==> config.mk <==
export PLATFORM = sky130hd
export DESIGN_NAME = interrupt_controller
export DESIGN_NICKNAME = d
export VERILOG_FILES = /design/src/rtl/intc_pkg.sv /design/src/rtl/intc_arbiter.sv /design/src/rtl/interrupt_controller.sv
export SDC_FILE = /design/constraint.sdc
export NUM_CORES = 1
export LEC_CHECK = 0
export ABC_AREA = 1
export CAP_MARGIN = 10
export CELL_PAD_IN_SITES_DETAIL_PLACEMENT = 0
export CELL_PAD_IN_SITES_GLOBAL_PLACEMENT = 1
export CORE_AREA = 2 2 59 83
export DETAILED_ROUTE_END_ITERATION = 6
export DIE_AREA = 0 0 61 85
export DONT_BUFFER_PORTS = 1
export PLACE_DENSITY_LB_ADDON = 0.12
export REMOVE_ABC_BUFFERS = 1
export SLEW_MARGIN = 20
export SYNTH_ARGS = -nofsm -noshare
export SYNTH_HDL_FRONTEND = slang
export SYNTH_SLANG_ARGS = --single-unit
==> constraint.sdc <==
create_clock -name clk_i -period 3 [get_ports clk_i]
set_input_delay 0.45 -clock clk_i [delete_from_list [all_inputs] [get_ports clk_i]]
set_output_delay 0.45 -clock clk_i [all_outputs]
set_load 0.1 [all_outputs]
==> src/rtl/intc_pkg.sv <==
// Shared definitions for the interrupt controller: register map, FSM states,
// control register layout and byte-masked write helpers.
package intc_pkg;

    localparam logic [2:0] PENDING   = 3'd0;
    localparam logic [2:0] ENABLE    = 3'd1;
    localparam logic [2:0] CONTROL   = 3'd2;
    localparam logic [2:0] ACTIVE    = 3'd3;
    localparam logic [2:0] PRIORITY  = 3'd4;
    localparam logic [2:0] LAST_ADDR = PRIORITY;

    typedef enum logic {IDLE, REQUEST} intc_state_t;

    typedef struct packed {
        logic global_enable;
    } intc_control_t;

    function automatic logic [31:0] byte_mask(input logic [3:0] strobe);
        logic [31:0] mask;
        for (int b = 0; b < 4; b++) mask[8*b +: 8] = {8{strobe[b]}};
        return mask;
    endfunction

    function automatic logic [31:0] apply_write(input logic [31:0] old_value,
                                                input logic [31:0] data,
                                                input logic [3:0]  strobe);
        return (old_value & ~byte_mask(strobe)) | (data & byte_mask(strobe));
    endfunction

endpackage

==> src/rtl/intc_arbiter.sv <==
// Combinational winner selection among candidate sources. Lowest index wins;
// with INTC_PRIORITY_EN the highest 2-bit priority wins, ties to lowest index.
module intc_arbiter #(
    parameter int SOURCES  = 8,
    parameter int VECTOR_W = 3
) (
    input  logic [SOURCES-1:0]   candidate_i,
`ifdef INTC_PRIORITY_EN
    input  logic [2*SOURCES-1:0] priority_i,
`endif
    output logic                 valid_o,
    output logic [VECTOR_W-1:0]  index_o
);

`ifdef INTC_PRIORITY_EN
    logic [1:0] best;
`endif

    // Walking downwards with >= lets the lowest index win among equal priorities.
    always_comb begin
        valid_o = |candidate_i;
        index_o = '0;
`ifdef INTC_PRIORITY_EN
        best = '0;
        for (int i = SOURCES - 1; i >= 0; i--) begin
            if (candidate_i[i] && priority_i[2*i +: 2] >= best) begin
                best    = priority_i[2*i +: 2];
                index_o = VECTOR_W'(i);
            end
        end
`else
        for (int i = SOURCES - 1; i >= 0; i--) begin
            if (candidate_i[i]) index_o = VECTOR_W'(i);
        end
`endif
    end

endmodule

==> src/rtl/interrupt_controller.sv <==
// Edge-capturing interrupt controller with a register interface and a
// request/ack handshake to the CPU. Optional priorities via INTC_PRIORITY_EN.
module interrupt_controller
    import intc_pkg::*;
#(
    parameter int SOURCES  = 8,
    parameter int VECTOR_W = (SOURCES > 1) ? $clog2(SOURCES) : 1
) (
    input  logic                clk_i,
    input  logic                rst_n_i,
    input  logic [SOURCES-1:0]  irq_i,
    input  logic                write_i,
    input  logic [31:0]         write_data_i,
    input  logic [2:0]          write_address_i,
    input  logic [3:0]          write_strobe_i,
    output logic                write_error_o,
    input  logic                read_i,
    input  logic [2:0]          read_address_i,
    output logic [31:0]         read_data_o,
    output logic                read_error_o,
    output logic                interrupt_o,
    output logic [VECTOR_W-1:0] interrupt_vector_o,
    input  logic                interrupt_ack_i
);

    logic [SOURCES-1:0]  irq_q, pending_q, pending_d, enable_q, enable_d;
    logic [SOURCES-1:0]  irq_edge, w1c_clr, ack_clr, pending_keep, candidate;
    intc_control_t       control_q, control_d;
    intc_state_t         state_q, state_d;
    logic [VECTOR_W-1:0] vector_q, vector_d, arb_index;
    logic                arb_valid;
`ifdef INTC_PRIORITY_EN
    localparam int PRIO_W = 2 * SOURCES;
    logic [PRIO_W-1:0]   prio_q, prio_d;
`endif

    // NOTE: every variable gets its default before the case so no path infers a latch.
    always_comb begin
        irq_edge  = irq_i & ~irq_q;
        enable_d  = enable_q;
        control_d = control_q;
        w1c_clr   = '0;
`ifdef INTC_PRIORITY_EN
        prio_d    = prio_q;
`endif
        if (write_i) begin
            case (write_address_i)
                PENDING:  w1c_clr  = SOURCES'(write_data_i & byte_mask(write_strobe_i));
                ENABLE:   enable_d = SOURCES'(apply_write(32'(enable_q), write_data_i, write_strobe_i));
                CONTROL:  if (write_strobe_i[0]) control_d.global_enable = write_data_i[0];
`ifdef INTC_PRIORITY_EN
                PRIORITY: prio_d   = PRIO_W'(apply_write(32'(prio_q), write_data_i, write_strobe_i));
`endif
                default: ;
            endcase
        end
        // Pending as it will stand after this edge, ignoring any ack clear.
        pending_keep = (pending_q & ~w1c_clr) | irq_edge;
        candidate    = pending_q & enable_q & {SOURCES{control_q.global_enable}};
    end

    intc_arbiter #(
        .SOURCES  (SOURCES),
        .VECTOR_W (VECTOR_W)
    ) u_arbiter (
        .candidate_i (candidate),
`ifdef INTC_PRIORITY_EN
        .priority_i  (prio_q),
`endif
        .valid_o     (arb_valid),
        .index_o     (arb_index)
    );

    // Withdraw looks at next-cycle register values so a clear drops the request on the same edge.
    always_comb begin
        state_d  = state_q;
        vector_d = vector_q;
        ack_clr  = '0;
        case (state_q)
            IDLE: begin
                if (arb_valid) begin
                    state_d  = REQUEST;
                    vector_d = arb_index;
                end
            end
            REQUEST: begin
                if (interrupt_ack_i) begin
                    state_d           = IDLE;
                    ack_clr[vector_q] = 1'b1;
                end else if (!pending_keep[vector_q] || !enable_d[vector_q] ||
                             !control_d.global_enable) begin
                    state_d = IDLE;
                end
            end
            default: state_d = IDLE;
        endcase
        pending_d = (pending_q & ~(w1c_clr | ack_clr)) | irq_edge;
    end

    // NOTE: flops use non-blocking assignments and all state, including the edge detectors, resets.
    always_ff @(posedge clk_i or negedge rst_n_i) begin
        if (!rst_n_i) begin
            irq_q     <= '0;
            pending_q <= '0;
            enable_q  <= '0;
            control_q <= '0;
            state_q   <= IDLE;
            vector_q  <= '0;
`ifdef INTC_PRIORITY_EN
            prio_q    <= '0;
`endif
        end else begin
            irq_q     <= irq_i;
            pending_q <= pending_d;
            enable_q  <= enable_d;
            control_q <= control_d;
            state_q   <= state_d;
            vector_q  <= vector_d;
`ifdef INTC_PRIORITY_EN
            prio_q    <= prio_d;
`endif
        end
    end

    always_comb begin
        read_data_o = '0;
        case (read_address_i)
            PENDING:  read_data_o    = 32'(pending_q);
            ENABLE:   read_data_o    = 32'(enable_q);
            CONTROL:  read_data_o[0] = control_q.global_enable;
            ACTIVE:   read_data_o    = {state_q == REQUEST, {(31-VECTOR_W){1'b0}}, vector_q};
`ifdef INTC_PRIORITY_EN
            PRIORITY: read_data_o    = 32'(prio_q);
`endif
            default: ;
        endcase
    end

    assign interrupt_o        = (state_q == REQUEST);
    assign interrupt_vector_o = vector_q;
    assign write_error_o      = write_i & (write_address_i > LAST_ADDR);
    assign read_error_o       = read_i & (read_address_i > LAST_ADDR);

endmodule

==> qor.yml, run 1 <==
global_routing:
  grt-ovfl-total: 0
  grtUsageMet1_pct: 25.0
  top_usage_layer: "met2"
  grt_pass1_wl_um: 7410
  grt_pass1_vias: 1574
  use_met3_pct: 3.20
  grt_usage_pct: 19.7
  grt_max_degree: 30
  grt_antenna_before_repair: 0
  use_met2_pct: 32.9
logic_synthesis:
  ys_ff_latch: 29
  avgSynthCellArea_sq_um: 7.36
  synthTopCellsByArea: "dfrtp_1 37%, nand2_1 11%, buf_4 9.6%, nand3_1 6.9%, inv_1 6.7%"
  synthDominantCellAreaShare_pct: 37.2
  post_synth_num_cell_types: 30
  synth_warnings: 0
  ys_seq_area_share_pct: 37.2
  synth_cells: 265
  syn_area_sq_um: 1950
  yosys.area.top_type: "dfrtp_1"
sta:
  final.setup.worst_slack_ns: 0.844
  tightest_slew_ns: 0.561
  slew_headroom_pct: 62.4
  max_freq_ghz: 0.464
  period_needed_ns: 2.16
  rsz0062_at_grt: "no"
  period_share_pct: 71.9
  fin_worst_skew_ns: 0.00385
  finalHoldViolations: 0
  finalSetupTns_ns: 0
  setup_viol: 0
  slew_viol_final: 0
clocking:
  clk_latency_ns: 0.28
  clock-sinks: 29
  h-tree-depth: 2
  root_buffer: "clkbuf_8"
  path_clk_slew_ns: 0.06
  cts_buffer_depth: 2
  cts_made_buffers: 5
  cts_resized: 0
  cts_tree: "built"
final_layout:
  areaGrowthSynthToFinish_pct: 13.9
  final_common_cell: "nand2_1"
  fin_nets: 341
  layout-drive-gt1-share_pct: 22.6
  final_area_sq_um: 2220
  mostFrequentLayoutCells: "59 x nand2_1, 35 x inv_1, 29 x dfrtp_1"
  antennaDiodeCount: 0
drt:
  drc: 0
  totalWireLength_um: 4580
  drt-initial-drc-count: 56
  ant_nets: 0
  wl_per_cell_um: 13.1
  vias_per_cell: 4.54
  routed-via-count: 1584
  dr.pass1.iters: 4
floorplan:
  die_h_um: 85
  die_w_um: 61
  rows: 29
  core_sq_um: 4460
  ios: 93
  die-area_sq_um: 5190
  initial_utilization_pct: 43.7
worst_setup_path:
  rrSetupSlack_ns: 1.46
  endpoint_kind: "primary output"
  cp.arrival_ns: 1.71
  crit_fanout: 5
  r2r-start: "interrupt_o"
  required_ns: 2.55
  path_class: "reg2out"
  setup.worst_path.start: "interrupt_o"
  startpoint_type: "register"
placement:
  gp_congestion: 0.865
  post_dp_cell_area_sq_um: 2090
  portBuffers: 0
  pre_cts_slack_ns: 0.918
  hpwlAfterDp_um: 3850
pwr:
  power_density_nw_per_um2: 837
  p_total_uw: 1860
  leakagePower_uw: 0.00115
  vdd_drop_max_mv: 0.571
worst_hold_path:
  hold_class: "in2reg"
  min_from: "irq_i[5]"
outcome:
  status: "finished, final reports clean"
flow_run:
  cap_violations: 0
==> path summary, 6_finish.rpt <==
kind,cells after the start,end
max,4,read_data_o[31]
min,0,irq_q[5]
max reg2reg,5,interrupt_o
min reg2reg,3,pending_q[5]
max in group asynchronous,2,interrupt_o
min in group asynchronous,2,irq_q[6]
==> layer usage <==
metal  routed length, um  vias up
met3                 194        5
met5                   0        -
met4                  73        0
li1                    -      831
met1                1910      706
met2                2400       42
==> critical path: stages, from the launching register on <==
cell and delay [ns]:
dfrtp_1 0.32, buf_4 0.30, inv_1 0.21, nor4_2 0.35, buf_16 0.23
==> repair_timing <==
action / CTS / global route
endpoints found under the setup margin: 0 / 0
endpoints found under the hold margin: 29 / 0
hold buffers: 2 / 0
setup buffers: 0 / 0
==> power breakdown <==
| group | switching, uW | internal, uW | leakage [uW] |
|---|---|---|---|
| Clock | 143 | 207 | 0.0000542 |
| Sequential | 91.0 | 479 | 0.000330 |
| Combinational | 725 | 215 | 0.000768 |
| Total | 960 | 900 | 0.00115 |
==> cells in the mapped netlist, drive strengths merged <==
master and count:
a21oi 2, a22o 2, a22oi 1, a31oi 1, a32o 2, buf 25, clkbuf 1, clkinv 1
conb 1, dfrtp 29, inv 42, nand2 73, nand3 32, nand4 1, nor2 21, nor3 10
nor4 1, o2111ai 1, o21ai 18, o21bai 1
==> through the flow <==
stage / utilization (%) / cells / hold slack (ns)
detailed placement: 46.8 / 339 / 0.155
global placement: 46.8 / 339 / 0.155
finish: 49.8 / 349 / 0.192
global route: 49.8 / 349 / 0.182
floorplan: - / 261 / 0.154
CTS: 49.8 / 349 / 0.184
==> registers in the layout, summed over array words and instances, names as in the netlist <==
signal and count:
irq_q 8, control_q 1, interrupt_o 1, enable_q 8
pending_q 8, interrupt_vector_o 3
==> area by class of cell <==
cell class / instances / area (sq um)
clock buffers: 7 / 96.3
fillers: 469 / 2240
well taps: 62 / 77.6
clock inverters: 1 / 5.00
repair buffers: 18 / 188
inverters: 43 / 166
flip-flops and latches: 29 / 726
multi-input cells: 189 / 963
==> cells by family (layout without fill, tap and decap cells) <==
family,Yosys count,after routing,synth area share [%]
DFF,29,29,37.2
AOI/OAI and AO/OA,28,28,9.37
other,1,23,0.192
buffers and inverters,69,69,18.9
and+or+nand+nor,138,138,34.4
No activity file was read; power rests on OpenSTA's default activity.
==> inputs of run 2 (changes only) <==
--- a/config.mk
+++ b/config.mk
@@ -9,9 +9,9 @@
 export CAP_MARGIN = 10
 export CELL_PAD_IN_SITES_DETAIL_PLACEMENT = 0
 export CELL_PAD_IN_SITES_GLOBAL_PLACEMENT = 1
-export CORE_AREA = 2 2 59 83
+export CORE_AREA = 2 2 63 89
 export DETAILED_ROUTE_END_ITERATION = 6
-export DIE_AREA = 0 0 61 85
+export DIE_AREA = 0 0 65 91
 export DONT_BUFFER_PORTS = 1
 export PLACE_DENSITY_LB_ADDON = 0.12
 export REMOVE_ABC_BUFFERS = 1
==> constraint.sdc (replaced) <==
create_clock -name clk_i -period 1.8 [get_ports clk_i]
set_input_delay 0.27 -clock clk_i [delete_from_list [all_inputs] [get_ports clk_i]]
set_output_delay 0.27 -clock clk_i [all_outputs]
set_load 0.1 [all_outputs]
==> qor.yml, run 2 (same netlist as run 1, synthesis figures left out) <==
pwr:
  sw_frac_of_total_pct: 50.9  # -0.71 points
  vdd_drop_max_mv: 0.925  # +62%
  power.switching_uw: 1600  # +67%
  p_int_uw: 1550  # +72%
  power_frac_comb_pct: 50.8  # +0.2 points
  p_total_uw: 3150  # +70%
  seq_power_share_pct: 31.0  # +0.4 points
  pwr-share-clk_pct: 18.2  # -0.6 points
  leakagePower_uw: 0.00119  # +3.6%
  power_density_nw_per_um2: 1340  # +61%
floorplan:
  rows: 31  # +6.9%
  die_w_um: 65  # +6.6%
  core_sq_um: 5080  # +14%
  die-area_sq_um: 5920  # +14%
  die_h_um: 91  # +7.1%
  ios: 93  # unchanged
  initial_utilization_pct: 38.4  # -5.3 points
outcome:
  status: "finished, final reports clean"
global_routing:
  grt_max_degree: 30  # unchanged
  grt-ovfl-total: 0  # unchanged
  use_met3_pct: 3.97  # +0.76 points
  top_usage_layer: "met2"
  grt_usage_pct: 18.0  # -1.7 points
  use_met2_pct: 31.5  # -1.4 points
  grt_antenna_before_repair: 0  # unchanged
  grtUsageMet1_pct: 20.7  # -4.3 points
  grt_pass1_wl_um: 8070  # +8.9%
  grt_pass1_vias: 1687  # +7.2%
drt:
  ant_nets: 0  # unchanged
  totalWireLength_um: 4840  # +5.6%
  drc: 0  # unchanged
  dr.pass1.iters: 4  # unchanged
  wl_per_cell_um: 13.6  # +3.6%
  vias_per_cell: 4.60  # +1.3%
  routed-via-count: 1636  # +3.3%
  drt-initial-drc-count: 54  # -3.6%
clocking:
  cts_tree: "built"
  cts_resized: 0  # unchanged
  h-tree-depth: 2  # unchanged
  cts_buffer_depth: 2  # unchanged
  cts_made_buffers: 5  # unchanged
  root_buffer: "clkbuf_8"
  clock-sinks: 29  # unchanged
  post_cts_buffers: 0  # unchanged
  clk_latency_ns: 0.28  # about the same
  path_clk_slew_ns: 0.06  # about the same
placement:
  portBuffers: 0  # unchanged
  hpwlAfterDp_um: 4030  # +4.7%
  post_dp_cell_area_sq_um: 2220  # +6.0%
  gp_congestion: 0.765  # -12%
  dp.cells: 346  # +2.1%
final_layout:
  stdcell_count: 356  # +2.0%
  multiInputGateArea_sq_um: 963  # unchanged
  antennaDiodeCount: 0  # unchanged
  fin_nets: 344  # +0.88%
  layout-drive-gt1-share_pct: 23.4  # +0.80 points
  register_area_sq_um: 726  # unchanged
  n_fill_cell: 527  # +12%
  final_area_sq_um: 2350  # +5.6%
  final_core_util_pct: 46.2  # -3.6 points
  final_common_cell: "nand2_1"
  areaGrowthSynthToFinish_pct: 20.3
  top_regs: "enable_q (8), irq_q (8), pending_q (8)"
  mostFrequentLayoutCells: "59 x nand2_1, 35 x inv_1, 29 x dfrtp_1"
sta:
  finalHoldViolations: 0  # unchanged
  rsz0062_at_grt: "no"
  slew_viol_final: 0  # unchanged
  period_needed_ns: 1.73
  period_share_pct: 96.3
  setup_viol: 0  # unchanged
  finalSetupTns_ns: 0  # unchanged
  max_freq_ghz: 0.577
  fin_worst_skew_ns: 0.00177  # -0.00208 ns
flow_run:
  cap_violations: 0  # unchanged
worst_setup_path:
  startpoint_type: "register"
  crit_fanout: 10  # +5
  cp.arrival_ns: 1.46  # -0.25 ns
  endpoint_kind: "primary output"
  r2r-start: "control_q"
  path_class: "reg2out"
  required_ns: 1.53  # -1.02 ns
  setup.worst_path.start: "control_q"
worst_hold_path:
  min_from: "irq_i[1]"
  hold_class: "in2reg"
==> run 2: cell count changes in the layout (fill, tap and decap cells not counted) <==
cell / before / now
buf_12: 1 / 9
buf_4: 14 / 9
buf_16: 1 / 0
clkbuf_16: 1 / 2
==> run 2: critical path: stages (launching register included) <==
cell and delay, ns:
dfrtp_1 0.54, nand3_1 0.14, a31oi_2 0.28, buf_12 0.21
==> run 2: power by group through the flow <==
| stage | clock, uW | sequential (uW) | combinational, uW |
|---|---|---|---|
| after floorplan | 0 | 1240 | 951 |
| after global placement | 0 | 987 | 1590 |
| after detailed placement | 0 | 989 | 1590 |
| after CTS | 594 | 976 | 1620 |
| after global routing | 628 | 1010 | 1740 |
| final | 573 | 978 | 1600 |
==> run 2: path summary, 6_finish.rpt <==
kind	endpoint	slack, ns	depth (start not counted)
worst max-delay path	read_data_o[0]	0.07	3
worst max register to register	interrupt_vector_o[1]	0.30	8
worst min-delay path	irq_q[1]	0.02	0
min in group asynchronous	irq_q[6]	0.43	2
worst min register to register	pending_q[3]	0.51	3
max in group asynchronous	interrupt_o	1.21	2
==> run 2: what timing repair did <==
action / 4_1_cts / 5_1_grt
endpoints found under the hold margin: 29 / 0
setup endpoints to repair: 0 / 0
hold buffers: 2 / 0
==> run 2: routing by layer <==
metal	vias to the layer above	part of all wire (%)
met5	-	0
met1	733	40
met4	0	2.5
met3	9	6.1
met2	52	51
li1	842	-
==> run 2: metrics by stage <==
stage,hold WS (ns),setup slack [ns]
floorplan,-0.0256,-2.51
global placement,-0.0250,0.263
detailed placement,-0.0250,0.265
CTS,0.00874,0.0559
global route,0.00314,0.0108
finish,0.0189,0.0660
==> run 2: layout make-up <==
cell class | instances | share of cell area (%)
Timing Repair Buffer | 21 | 13.1
Sequential cell | 29 | 30.9
Clock buffer | 7 | 4.10
Multi-Input combinational cell | 189 | 41.0
Clock inverter | 1 | 0.213
Tap cell | 66 | 3.52
Inverter | 43 | 7.09
==> inputs of run 3 (changes only) <==
--- a/config.mk
+++ b/config.mk
@@ -9,13 +9,14 @@
 export CAP_MARGIN = 10
 export CELL_PAD_IN_SITES_DETAIL_PLACEMENT = 0
 export CELL_PAD_IN_SITES_GLOBAL_PLACEMENT = 1
-export CORE_AREA = 2 2 63 89
+export CORE_AREA = 2 2 61 86
 export DETAILED_ROUTE_END_ITERATION = 6
-export DIE_AREA = 0 0 65 91
+export DIE_AREA = 0 0 63 88
 export DONT_BUFFER_PORTS = 1
 export PLACE_DENSITY_LB_ADDON = 0.12
 export REMOVE_ABC_BUFFERS = 1
 export SLEW_MARGIN = 20
 export SYNTH_ARGS = -nofsm -noshare
 export SYNTH_HDL_FRONTEND = slang
+export SYNTH_HIERARCHICAL = 1
 export SYNTH_SLANG_ARGS = --single-unit
==> constraint.sdc (replaced) <==
create_clock -name clk_i -period 1.7 [get_ports clk_i]
set_input_delay 0.255 -clock clk_i [delete_from_list [all_inputs] [get_ports clk_i]]
set_output_delay 0.255 -clock clk_i [all_outputs]
set_load 0.1 [all_outputs]
==> qor.yml, run 3 <==
drt:
  drt-initial-drc-count: 43  # -20%
  ant_nets: 0  # unchanged
  dr.pass1.iters: 4  # unchanged
  totalWireLength_um: 4690  # -3.0%
  drc: 0  # unchanged
  vias_per_cell: 4.47  # -2.7%
  wl_per_cell_um: 12.6  # -7.5%
  routed-via-count: 1668  # +2.0%
pwr:
  power_density_nw_per_um2: 1330  # -1.1%
  leakagePower_uw: 0.00126  # +5.7%
  power_frac_comb_pct: 52.3  # +1.5 points
  seq_power_share_pct: 30.3  # -0.7 points
  pwr-share-clk_pct: 17.4  # -0.8 points
  sw_frac_of_total_pct: 51.1  # +0.23 points
  p_int_uw: 1600  # +3.2%
  power.switching_uw: 1670  # +4.2%
  vdd_drop_max_mv: 1.28  # +38%
logic_synthesis:
  post_synth_num_cell_types: 30  # unchanged
  synth_warnings: 6  # +6
  synth_most_common_cell: "nand2_1"
  synthTopCellsByCount: "59 x nand2_1, 53 x inv_1, 29 x dfrtp_1, 24 x buf_4, 19 x nand3_1"
  muxShareOfSynthArea_pct: 0  # unchanged
  synth_xor_area_share_pct: 0  # unchanged
  avgSynthCellArea_sq_um: 7.14  # -3.0%
  syn_area_sq_um: 1990  # +1.8%
  synth_ff_type: "dfrtp_1"
  ys_seq_area_share_pct: 36.5  # -0.66 points
  synthTopCellsByArea: "dfrtp_1 37%, nand2_1 11%, inv_1 10%, buf_4 9.1%, nand3_1 4.8%"
  synth_top_family_by_area: "simple AND/OR/NAND/NOR gates"
  yosys.area_share.simple_pct: 34.5  # +0.087 points
  synthDominantCellAreaShare_pct: 36.5  # -0.66 points
  yosys.area.top_type: "dfrtp_1"
  synth_edf_count: 0  # unchanged
  synth-compound-area-share_pct: 8.32  # -1.0 points
  synth_cells: 278  # +4.9%
  async_flop_share_pct: 100  # unchanged
  ys_ff_latch: 29  # unchanged
  yosys.area_share.adder_pct: 0  # unchanged
worst_setup_path:
  path_cells: "a21oi_1, o221ai_2, buf_12"
  path_class: "reg2out"
  crit_fanout: 8  # -2
  endpoint_kind: "primary output"
  slowest_stage: "dfrtp_1"
  required_ns: 1.44  # -0.09 ns
  cp.arrival_ns: 1.37  # -0.09 ns
  max_stage_delay_ns: 0.53  # about the same
  startpoint_type: "register"
placement:
  hpwlAfterDp_um: 3780  # -6.2%
  gp_congestion: 0.855  # +12%
  portBuffers: 0  # unchanged
  post_dp_cell_area_sq_um: 2260  # +1.9%
floorplan:
  rows: 30  # -3.2%
  core_sq_um: 4770  # -6.2%
  ios: 93  # unchanged
  die_h_um: 88  # -3.3%
  initial_utilization_pct: 41.7  # +3.3 points
  die-area_sq_um: 5540  # -6.3%
  die_w_um: 63  # -3.1%
clocking:
  cts_made_buffers: 5  # unchanged
  cts_buffer_depth: 2  # unchanged
  clk_latency_ns: 0.28  # about the same
  post_cts_buffers: 0  # unchanged
  path_clk_slew_ns: 0.06  # about the same
  h-tree-depth: 2  # unchanged
  root_buffer: "clkbuf_8"
  cts_tree: "built"
  clock-sinks: 29  # unchanged
global_routing:
  grt_pass1_wl_um: 7670  # -5.1%
  grtUsageMet1_pct: 20.4  # -0.23 points
  grt_antenna_before_repair: 0  # unchanged
  use_met2_pct: 34.1  # +2.6 points
  top_usage_layer: "met2"
  grt_max_degree: 30  # unchanged
  use_met3_pct: 2.44  # -1.5 points
  grt-ovfl-total: 0  # unchanged
  grt_pass1_vias: 1642  # -2.7%
  grt_usage_pct: 18.3  # +0.28 points
sta:
  max_freq_ghz: 0.617
  fin_worst_skew_ns: 0.00429  # +0.00252 ns
  finalHoldViolations: 0  # unchanged
  period_needed_ns: 1.62
  rsz0062_at_grt: "no"
  setup_viol: 0  # unchanged
  slew_viol_final: 0  # unchanged
  period_share_pct: 95.3
  whs_ns: 0.132  # +0.113 ns
outcome:
  status: "finished, final reports clean"
final_layout:
  mostFrequentLayoutCells: "59 x nand2_1, 53 x inv_1, 29 x dfrtp_1"
  top_regs: "enable_q (8), irq_q (8), pending_q (8)"
  fin_nets: 364  # +5.8%
  n_fill_cell: 487  # -7.6%
  final_core_util_pct: 51.7  # +5.5 points
  antennaDiodeCount: 0  # unchanged
  areaGrowthSynthToFinish_pct: 24.0
  layout-drive-gt1-share_pct: 21.7  # -1.8 points
  final_area_sq_um: 2460  # +4.9%
  final_common_cell: "nand2_1"
worst_hold_path:
  hold_class: "in2reg"
flow_run:
  cap_violations: 0  # unchanged
-- run 3: area by class of cell --
class / instances / area (sq um) / share of cell area [%]
Sequential cell: 29 / 726 / 29.5
Clock buffer: 7 / 86.3 / 3.51
Multi-Input combinational cell: 187 / 991 / 40.2
Timing Repair Buffer: 27 / 355 / 14.4
Inverter: 59 / 224 / 9.10
Tap cell: 64 / 80.1 / 3.25
-- run 3: worst max-delay path: cells and delay by family, from the launching register on --
| kind | cells | cell delay, ns |
|---|---|---|
| compound gates | 2 | 0.36 |
| flops | 1 | 0.53 |
| buf+inv | 1 | 0.20 |
-- run 3: cell families after synthesis --
family / after synthesis
AO/OA/AOI/OAI: 26
buffers and inverters: 84
flip-flops: 29
other: 1
AND/OR/NAND/NOR: 138
-- run 3: power groups by stage --
stage	logic (uW)	registers, uW	clock network, uW
finish	1710	991	570
global route	1840	1010	606
CTS	1720	991	586
detailed placement	1680	1000	0
global placement	1670	1000	0
floorplan	1030	1240	0
-- run 3: layer usage --
| layer | vias to the layer above | wire, um | share of wire, % |
|---|---|---|---|
| met3 | 7 | 190 | 4.0 |
| met2 | 47 | 2520 | 54 |
| li1 | 878 | - | - |
| met4 | 0 | 82 | 1.7 |
| met5 | - | 0 | 0 |
| met1 | 736 | 1900 | 40 |
-- run 3: final timing paths --
path	to	slack, ns	from	depth (start not counted)
max in group asynchronous	enable_q[3]	1.12	rst_n_i	2
min	pending_q[1]	0.13	irq_i[1]	2
max reg2reg	interrupt_o	0.19	control_q	8
min in group asynchronous	irq_q[7]	0.42	rst_n_i	2
max	read_data_o[0]	0.08	interrupt_vector_o[0]	3
min reg2reg	pending_q[3]	0.51	irq_q[3]	3
-- run 3: what timing repair did --
action	CTS	global route
hold buffers	10	0
pin swaps	0	0
endpoints found under the hold margin	37	0
cloned	0	0
resized for setup	1	1
endpoints found under the setup margin	1	1
-- run 3: through the flow --
stage | cells | TNS (ns) | total power (uW) | setup WS [ns]
after CTS | 373 | 0 | 3300 | 0.0711
after detailed placement | 356 | 0 | 2680 | 0.133
final | 373 | 0 | 3270 | 0.0795
after global routing | 373 | 0 | 3460 | 0.0433
after floorplan | 275 | -8.10 | 2280 | -2.56
after global placement | 356 | 0 | 2670 | 0.116
